**src/rtl/atm_pin_auth_ctrl.sv**
```systemverilog
`default_nettype none
// atm_pin_auth_ctrl -- card-insert/PIN-check session controller with retry limit,
// inactivity timeout and eject/retain termination. Rev 1.0
module atm_pin_auth_ctrl #(
  parameter int PIN_W       = 4,
  parameter int MAX_TRIES   = 3,
  parameter int TIMEOUT_CYC = 1000
) (
  input  logic             clk,
  input  logic             reset,
  input  logic             card_in,
  input  logic             pin_valid,
  input  logic [PIN_W-1:0] pin,
  input  logic [PIN_W-1:0] stored_pin,
  input  logic             cancel,
  input  logic             activity,
  input  logic             session_done,
  output logic             auth_ok,
  output logic             session_active,
  output logic             pin_err,
  output logic             eject_card,
  output logic             retain_card,
  output logic [3:0]       tries_left,
  output logic [2:0]       state_dbg
);

  typedef enum logic [2:0] {
    S_IDLE        = 3'd0,
    S_WAIT_PIN    = 3'd1,
    S_CHECK       = 3'd2,
    S_SESSION     = 3'd3,
    S_EJECT       = 3'd4,
    S_RETAIN      = 3'd5,
    S_WAIT_REMOVE = 3'd6
  } state_t;

  localparam logic [3:0]  C_MAX_TRIES    = 4'(MAX_TRIES);
  localparam logic [31:0] C_TIMEOUT_LAST = 32'(TIMEOUT_CYC - 1);

  state_t           r_state;
  state_t           w_next;
  logic [31:0]      r_timer;
  logic [PIN_W-1:0] r_pin;
  logic [3:0]       r_tries;
  logic             r_auth_ok;
  logic             r_session_active;
  logic             r_pin_err;
  logic             r_eject;
  logic             r_retain;

  logic w_timeout;
  logic w_match;
  logic w_timer_clr;
  logic w_timer_run;
  logic w_load_tries;
  logic w_dec_tries;
  logic w_capture;
  logic w_pin_err;
  logic w_auth_ok;

  assign w_timeout = (r_timer == C_TIMEOUT_LAST);
  assign w_match   = (r_pin == stored_pin);

  // Card removal outranks every other event in the card-holding states.
  always_comb begin
    w_next       = r_state;
    w_load_tries = 1'b0;
    w_dec_tries  = 1'b0;
    w_capture    = 1'b0;
    w_pin_err    = 1'b0;
    w_auth_ok    = 1'b0;
    case (r_state)
      S_IDLE: begin
        if (card_in) begin
          w_next       = S_WAIT_PIN;
          w_load_tries = 1'b1;
        end
      end
      S_WAIT_PIN: begin
        if (!card_in) begin
          w_next = S_IDLE;
        end else if (cancel) begin
          w_next = S_EJECT;
        end else if (pin_valid) begin
          w_next    = S_CHECK;
          w_capture = 1'b1;
        end else if (w_timeout) begin
          w_next = S_EJECT;
        end
      end
      S_CHECK: begin
        if (!card_in) begin
          w_next = S_IDLE;
        end else if (w_match) begin
          w_next    = S_SESSION;
          w_auth_ok = 1'b1;
        end else if (r_tries > 4'd1) begin
          w_next      = S_WAIT_PIN;
          w_dec_tries = 1'b1;
          w_pin_err   = 1'b1;
        end else begin
          w_next      = S_RETAIN;
          w_dec_tries = 1'b1;
        end
      end
      S_SESSION: begin
        if (!card_in) begin
          w_next = S_IDLE;
        end else if (session_done || cancel) begin
          w_next = S_EJECT;
        end else if (w_timeout && !activity) begin
          w_next = S_EJECT;
        end
      end
      S_EJECT:  w_next = S_WAIT_REMOVE;
      S_RETAIN: w_next = S_WAIT_REMOVE;
      S_WAIT_REMOVE: begin
        if (!card_in) begin
          w_next = S_IDLE;
        end
      end
      default: w_next = S_IDLE;
    endcase
  end

  assign w_timer_clr = (w_next != r_state) || w_pin_err ||
                       ((r_state == S_SESSION) && activity);
  assign w_timer_run = (r_state == S_WAIT_PIN) || (r_state == S_SESSION);

  always_ff @(posedge clk) begin
    if (reset) begin
      r_state <= S_IDLE;
    end else begin
      r_state <= w_next;
    end
  end

  // Timer only advances in the two states that can time out.
  always_ff @(posedge clk) begin
    if (reset) begin
      r_timer <= '0;
    end else if (w_timer_clr || !w_timer_run) begin
      r_timer <= '0;
    end else begin
      r_timer <= r_timer + 32'd1;
    end
  end

  always_ff @(posedge clk) begin
    if (reset) begin
      r_pin   <= '0;
      r_tries <= C_MAX_TRIES;
    end else begin
      if (w_capture) begin
        r_pin <= pin;
      end
      if (w_load_tries) begin
        r_tries <= C_MAX_TRIES;
      end else if (w_dec_tries && (r_tries != 4'd0)) begin
        r_tries <= r_tries - 4'd1;
      end
    end
  end

  // Outputs are registered from the next-state decode so they align with the state.
  always_ff @(posedge clk) begin
    if (reset) begin
      r_auth_ok        <= 1'b0;
      r_session_active <= 1'b0;
      r_pin_err        <= 1'b0;
      r_eject          <= 1'b0;
      r_retain         <= 1'b0;
    end else begin
      r_auth_ok        <= w_auth_ok;
      r_session_active <= (w_next == S_SESSION);
      r_pin_err        <= w_pin_err;
      r_eject          <= (w_next == S_EJECT);
      r_retain         <= (w_next == S_RETAIN);
    end
  end

  assign auth_ok        = r_auth_ok;
  assign session_active = r_session_active;
  assign pin_err        = r_pin_err;
  assign eject_card     = r_eject;
  assign retain_card    = r_retain;
  assign tries_left     = r_tries;
  assign state_dbg      = r_state;

endmodule
`default_nettype wire

```
**config.mk**
```make
export PLATFORM = sky130hd
export DESIGN_NAME = atm_pin_auth_ctrl
export DESIGN_NICKNAME = d
export VERILOG_FILES = /design/src/rtl/atm_pin_auth_ctrl.sv
export SDC_FILE = /design/constraint.sdc
export NUM_CORES = 1
export LEC_CHECK = 0
export CAP_MARGIN = 25
export CORE_ASPECT_RATIO = 1.4
export CORE_MARGIN = 2
export CORE_UTILIZATION = 45
export CTS_CLUSTER_SIZE = 25
export DETAILED_ROUTE_END_ITERATION = 8
export GPL_ROUTABILITY_DRIVEN = 0
export PLACE_DENSITY = 0.69
export SYNTH_ARGS = -nofsm -noshare
export SYNTH_HDL_FRONTEND = slang
export SYNTH_SLANG_ARGS = --single-unit
```
**constraint.sdc**
```tcl
create_clock -name clk -period 3.78 [get_ports clk]
set_clock_uncertainty 0.2 [all_clocks]
set_input_delay 0.756 -clock clk [delete_from_list [all_inputs] [get_ports clk]]
set_output_delay 0.756 -clock clk [all_outputs]
set_load 0.05 [all_outputs]
```
After elaboration in Yosys (flattened, before gate mapping) --
Cells that the tools add are included.
Storage, ports and cells: logic and storage cells 69, input bits 15, output and inout bits 12, bits in registers 48
Operators by class: equality and inequality tests 12, $lt $le $gt $ge 1, reduce and logical (&&, ||, !) cells 16, mux-type cells 27, add/sub/neg operators 2, bitwise gates (word level) 2
Operators by type and width (count):
- $mux W3 | 12
- $add A32 B1 Y32 const B | 1
- $eq A32 B10 Y1 const B | 1
- $pmux W3 S6 | 1
- $eq A3 B3 Y1 const B | 5
- $mux W1 | 14
- $eq A3 B2 Y1 const B | 3
- $reduce_or A2 Y1 | 3
- $logic_or A1 B1 Y1 | 5
- $eq A4 B4 Y1 | 1
- $gt A4 B1 Y1 const B | 1
- $reduce_bool A4 Y1 | 1
- $sub A4 B1 Y4 const B | 1
- $eq A3 B1 Y1 const B | 1
- $logic_and A1 B1 Y1 | 3
- $logic_not A3 Y1 | 1
- $ne A3 B3 Y1 | 1
- $reduce_or A3 Y1 | 1
- $logic_not A1 Y1 | 2
- $not A1 Y1 | 2

Depth between registers and ports, before layout --
Gate-level depths: netlist (run 1).
depth in word-level cells 11, mapped depth 6, gate-level depth less buffers 6

Least setup slack after synthesis (run 1) --
OpenSTA, ideal clock, no wires.
path kind input -> register, start input stored_pin[1], end register r_timer[1], path slack 1668 ps, stages 5, required time 3500 ps, data arrival time 1832 ps, cells stage by stage xor2_1 > o41ai_2 > a21oi_1 > o22a_1 > nor3b_1
On the way: cells in the longest elaborated chain, start to end 9, elaborated cells between the ends (all ways) 12, those cells by class 2 x eq/ne; 6 x mux; 4 x reduce/logical
Ends and longest elaborated chain:
- start, declared | RTL line 14 | input logic [PIN_W-1:0] stored_pin,
- $eq A4 B4 Y1 (*) | RTL line 62 | assign w_match = (r_pin == stored_pin);
- $mux W3 | RTL line 94 | end else if (w_match) begin
- $mux W3 | RTL line 92 | if (!card_in) begin
- $pmux W3 S6 | RTL line 72 | case (r_state)
- $ne A3 B3 Y1 | RTL line 126 | assign w_timer_clr = (w_next != r_state) || w_pin_err ||
- $logic_or A1 B1 Y1 (*) (2 in a row) | RTL line 126
- $logic_or A1 B1 Y1 (*) | RTL line 142 | end else if (w_timer_clr || !w_timer_run) begin
- $reduce_or A2 Y1 (no source line) (*)
- end signal, assigned | RTL line 145 | r_timer <= r_timer + 32'd1;
- end, declared | RTL line 42 | logic [31:0] r_timer;
Mark *: on every way between the ends. The rest lies on a longest branch, timed or not. A chain may end at the register's enable or synchronous reset.

Worst setup path after layout (run 1) --
start register r_state[1] (netlist: state_dbg[1]), end output state_dbg[1]
RTL lines:
- start, declared | RTL line 40 | state_t r_state;
- start signal, assigned | RTL line 134 | r_state <= w_next;
- end, declared | RTL line 24 | output logic [2:0] state_dbg
No word-level cell between the ends.

==> results of run 1 <==
stage by stage:
step                area, um^2  hold slack (ns)  total power, uW  setup WS [ns]
floorplan                 2350            0.224              562           1.67
global placement          2680            0.234              592          0.925
detailed placement        2680            0.243              592          0.820
CTS                       2770            0.255              905           1.09
global route              2770            0.285              929          0.950
finish                    2770            0.248              892           1.09
registers in the layout (all words and copies together), names as in the netlist:
signal,cells
auth_ok,1
eject_card,1
pin_err,1
r_pin,4
r_timer,32
retain_card,1
session_active,1
state_dbg,3
tries_left,4
worst paths after layout:
kind                                 to  slack (ns)  depth (start not counted)
setup / recovery           state_dbg[1]        1.09                          1
hold / removal    r_timer[0]$_SDFF_PP0_        0.25                          1
setup reg to reg  r_timer[5]$_SDFF_PP0_        1.62                          5
hold reg to reg   r_timer[0]$_SDFF_PP0_        0.25                          1
routing by layer:
layer  GRT usage, %  wire length [um]  vias to the layer above
met2           34.6              2480                       49
met1           19.5              2020                      938
met3           3.78               228                        8
met5              0                 0                        -
met4           8.71                92                        0
li1               -                 -                     1004
kinds of logic after synthesis:
group | after synthesis | synth area share, %
compound gates | 20 | 5.96
xor+xnor | 35 | 13.0
simple gates | 140 | 33.1
buf+inv | 16 | 3.14
fa+ha+maj | 4 | 2.13
mux | 4 | 1.70
flops | 48 | 40.9
cell type report:
cell class	count	area (um^2)	area share [%]
tap	66	82.6	2.98
clock inverter	2	10.0	0.361
sequential	48	961	34.7
clock buffer	6	82.6	2.98
multi-input combinational	203	1320	47.4
timing repair buffer	30	290	10.5
inverter	8	30.0	1.08
cells in the final DEF, fill, tap and decap left out, types with 2 or more instances in the layout:
cell type | netlist | routed
or3_1 | 6 | 6
inv_1 | 8 | 8
clkdlybuf4s50_1 | 0 | 26
xnor2_1 | 13 | 13
nor4_1 | 9 | 9
ha_1 | 4 | 4
dfxtp_1 | 48 | 48
nor3b_1 | 3 | 3
nor3_2 | 2 | 2
clkinv_2 | 0 | 2
a21oi_1 | 5 | 5
and3_1 | 7 | 7
mux2i_1 | 4 | 4
xor2_1 | 22 | 22
nor3_1 | 12 | 12
nand4_1 | 17 | 17
nor2_1 | 40 | 40
and4_1 | 2 | 2
a21boi_0 | 2 | 2
o21ai_0 | 5 | 5
nor4b_1 | 3 | 3
nand2_1 | 12 | 12
clkbuf_8 | 1 | 6
nand3_1 | 14 | 14
buf_4 | 0 | 4
power by group:
part | internal [uW] | switching, uW | leakage, uW | total, uW
clock | 146 | 166 | 0.0000510 | 312
sequential | 509 | 4.07 | 0.000387 | 513
combinational | 30.0 | 37.1 | 0.000540 | 67.1
==> flow_summary.yaml, run 1 <==
placed_design:
  dp_hpwl_um: 3600
  dpl.cell_count: 355
  port_buffers: 26
logic_synthesis:
  yosysWarnings: 0
  syn-cell-area_um2: 2350
  syn_inst: 267
  synthArstFlopShare_pct: 0
  synth_fp_nets: 286
  ys_top_cells_by_count: "dfxtp_1, nor2_1, xor2_1"
  synth_seq_cells: 48
  synth_most_common_cell: "dfxtp_1"
  number_of_synthesized_flops_with_an_enable_pin: 0
  yosysSeqAreaShare_pct: 40.9
  synth_top_cell_by_area: "dfxtp_1"
  yosysTopAreaCellShare_pct: 40.9
  synth.top_cells.by_area: "dfxtp_1, xor2_1, nor2_1"
  post_synth_num_cell_types: 45
  avgSynthCellArea_um2: 8.80
  synth_top_flop_cell: "dfxtp_1"
clock_tree:
  clkTransAtPathRegs_ns: 0.09
  clock_tree_root_driver_cell: "clkbuf_8"
  postCtsSetupBuffers: 0
  cts_buffer_depth: 2
  tritoncts_clock_tree: "done"
  clk_latency_ns: 0.30
  post_cts.resized_instances: 0
  cts-buffers-inserted: 5
  cts_hold_repair.buffers: 0
  clock_sink_count: 48
  cts-htree-levels: 2
layout:
  area_added_between_synthesis_and_finish_pct: 17.9
  drive_above_1_share_pct: 8.08
  nFillCells: 497
  final_standard_cell_count_with_taps_included_and_fillers_excluded: 363
  final_nets: 315
  n_antenna_cell: 0
  fin_util_pct: 54.1
timing:
  tightestPinTransition_ns: 0.607
  final-hold-violation-count: 0
  minimum_period_implied_by_the_final_worst_setup_slack_ns: 2.69
  slew_headroom_pct: 59.4
  grt_setup_unrepaired: "false"
  finalSetupTns_ns: 0
  fmaxAchievable_mhz: 372
  setup_viol_count_final: 0
  maxSlewViolCount: 0
  layout_worst_path_cycle_share_pct: 71.1
setup_path:
  largest_driver_fanout_on_the_critical_path: 13
  crit_path_start: "state_dbg[1]$_SDFF_PP0_"
  cp_class: "flip-flop to primary output"
  critical_path.reg2reg.startpoint: "state_dbg[1]$_SDFF_PP0_"
  critPathCaptureType: "primary output"
  crit_path_cell_trace: "clkdlybuf4s50_1"
  timing.critical_path.slowest_stage_cell: "clkdlybuf4s50_1"
  critical-path-top-delay-family: "buffers and inverters"
  cp.required_ns: 2.82
  critical_path_max_stage_delay_ns: 0.88
  timing.critical_path.arrival_ns: 1.73
  start_kind: "flip-flop"
  path_buf_inv: 1
outcome:
  status: "finished clean"
power:
  peak_ir_drop_on_the_vdd_network_mv: 0.155
  leakagePower_uw: 0.000978
  pwr_density_cell_nw_per_um2: 322
drt:
  wl_per_cell_um: 13.3
  residual_antenna_violating_net_count_after_detailed_routing: 0
  dr.pass1.iters: 4
  route.final.wire_length_um: 4830
  detailedRoute.firstIterationViolations: 175
  drt-vias-per-instance: 5.51
  vias: 1999
  route.detailed.drc: 0
worst_hold_path:
  hold_start: "r_timer[0]$_SDFF_PP0_"
  worst_hold_path_type: "flip-flop to flip-flop"
job:
  maxCapViolCount: 0
grt:
  grt_first_pass_wirelength_um: 8270
  number_of_global_route_vias_before_repair: 1889
  grt_max_degree: 17
  globalRouteTotalUtil_pct: 18.4
  grt_antenna_before_repair: 0
  globalRoute.totalOverflow: 0
floorplan:
  ios: 27
  start_util_pct: 45.9
  num_rows: 31
  die_width_um: 65.1
  die-height_um: 89.5
  core_area_um2: 5120
  die-area_um2: 5820
Power figures use the tool's default switching activity.
==> inputs of run 2 (changes only) <==
- clock period: 3.78 -> 2.7 ns (I/O delays scaled with it)
==> flow_summary.yaml, run 2 (synthesis gave the netlist of run 1 again) <==
outcome:
  status: "finished clean"
timing:
  maxSlewViolCount: 0
  minimum_period_implied_by_the_final_worst_setup_slack_ns: 2.30
  setup_viol_count_final: 0
  final-hold-violation-count: 0
  fin_worst_hold_slack_ns: 0.271
  grt_setup_unrepaired: "false"
  layout_worst_path_cycle_share_pct: 85.2
  fmaxAchievable_mhz: 435
  tightestPinTransition_ns: 0.596
  slew_headroom_pct: 60.1
  finalSetupTns_ns: 0
grt:
  grt_max_degree: 33
  globalRoute.totalOverflow: 0
  number_of_global_route_vias_before_repair: 1951
  grt_antenna_before_repair: 0
  globalRouteTotalUtil_pct: 18.7
  grt_first_pass_wirelength_um: 8560
setup_path:
  timing.critical_path.arrival_ns: 1.56
  cp_class: "flip-flop to primary output"
  critical_path_max_stage_delay_ns: 0.84
  crit_path_cell_trace: "clkdlybuf4s50_1"
  critPathCaptureType: "primary output"
  timing.critical_path.slowest_stage_cell: "clkdlybuf4s50_1"
  critical-path-top-delay-family: "buffers and inverters"
  path_buf_inv: 1
  start_kind: "flip-flop"
  largest_driver_fanout_on_the_critical_path: 5
  cp.required_ns: 1.96
drt:
  route.detailed.drc: 0
  residual_antenna_violating_net_count_after_detailed_routing: 0
  route.final.wire_length_um: 4880
  detailedRoute.firstIterationViolations: 127
  vias: 1978
  wl_per_cell_um: 13.4
  dr.pass1.iters: 4
  drt-vias-per-instance: 5.45
clock_tree:
  cts_buffer_depth: 2
  clkTransAtPathRegs_ns: 0.09
  clk_latency_ns: 0.30
  cts-buffers-inserted: 5
  cts_hold_repair.buffers: 0
  tritoncts_clock_tree: "done"
  cts-htree-levels: 2
  clock_sink_count: 48
  post_cts.resized_instances: 0
  clock_tree_root_driver_cell: "clkbuf_8"
  postCtsSetupBuffers: 0
layout:
  largest_register_ff_count: 32
  final_standard_cell_count_with_taps_included_and_fillers_excluded: 363
  commonest_non_fill_non_tap_cell_in_the_layout: "dfxtp_1"
  fin_util_pct: 54.7
  nFillCells: 491
  final_nets: 315
  stdcell_area_um2: 2800
  max_flop_register: "r_timer"
  seqCellArea_um2: 961
  final_cell_mix: "dfxtp_1, nor2_1, clkdlybuf4s50_1"
  n_antenna_cell: 0
  multiInputGateArea_um2: 1320
  area_added_between_synthesis_and_finish_pct: 19.3
  drive_above_1_share_pct: 8.08
placed_design:
  port_buffers: 26
  place_area_um2: 2690
  dpl.cell_count: 355
  dp_hpwl_um: 3530
worst_hold_path:
  worst_hold_path_type: "flip-flop to flip-flop"
floorplan:
  die-height_um: 89.5
  die-area_um2: 5820
  die_width_um: 65.1
  ios: 27
  start_util_pct: 45.9
  core_area_um2: 5120
  num_rows: 31
power:
  peak_ir_drop_on_the_vdd_network_mv: 0.267
  leakagePower_uw: 0.000989
  clock_power_share_pct: 38.5
  power.combinational.fraction_pct: 7.3
  power.share.sequential_pct: 54.2
  pwr_density_cell_nw_per_um2: 472
  cell_internal_power_uw: 1030
  switching_fraction_of_total_power_pct: 22.2
  power.switching_uw: 294
job:
  maxCapViolCount: 0
## run 2: worst reg2reg max path, cell delays in order, from the launching register on
cell	delay, ns
dfxtp_1	0.35
nor4_1	0.36
nand4_1	0.22
nor3_2	0.34
o22a_1	0.38
nor3b_1	0.09
## run 2: cell type report
class	instances	area share (%)
clock buffer	5	2.46
clock inverter	3	1.52
tap	66	2.95
sequential	48	34.3
multi-input combinational	203	46.9
inverter	8	1.07
timing repair buffer	30	10.8
## run 2: worst paths after layout
path | from | endpoint | slack [ns] | depth (start not counted)
worst max register to register | r_timer[22]$_SDFF_PP0_ | r_timer[1]$_SDFF_PP0_ | 0.65 | 5
worst min-delay path | r_timer[0]$_SDFF_PP0_ | r_timer[0]$_SDFF_PP0_ | 0.27 | 1
worst min register to register | r_timer[0]$_SDFF_PP0_ | r_timer[0]$_SDFF_PP0_ | 0.27 | 1
worst max-delay path | state_dbg[2]$_SDFF_PP0_ | state_dbg[2] | 0.40 | 1
## run 2: layer usage
layer	up-vias	wire length, um	GRT usage (%)
met5	-	0	0
met4	0	76	7.20
met3	8	230	4.16
met2	48	2520	34.3
met1	919	2060	21.0
li1	1003	-	-
## run 2: stage by stage
stage,setup WS (ns),total power (uW)
2_1_floorplan,0.634,786
5_1_grt,0.370,1380
4_1_cts,0.387,1340
3_3_place_gp,0.260,830
6_report,0.399,1320
3_5_place_dp,0.205,830
## run 2: power groups by stage
stage	Sequential [uW]	Combinational, uW	Clock, uW
floorplan	747	38.9	0
global placement	734	96.0	0
detailed placement	734	96.1	0
CTS	717	97.1	528
global route	718	105	556
finish	717	96.8	510
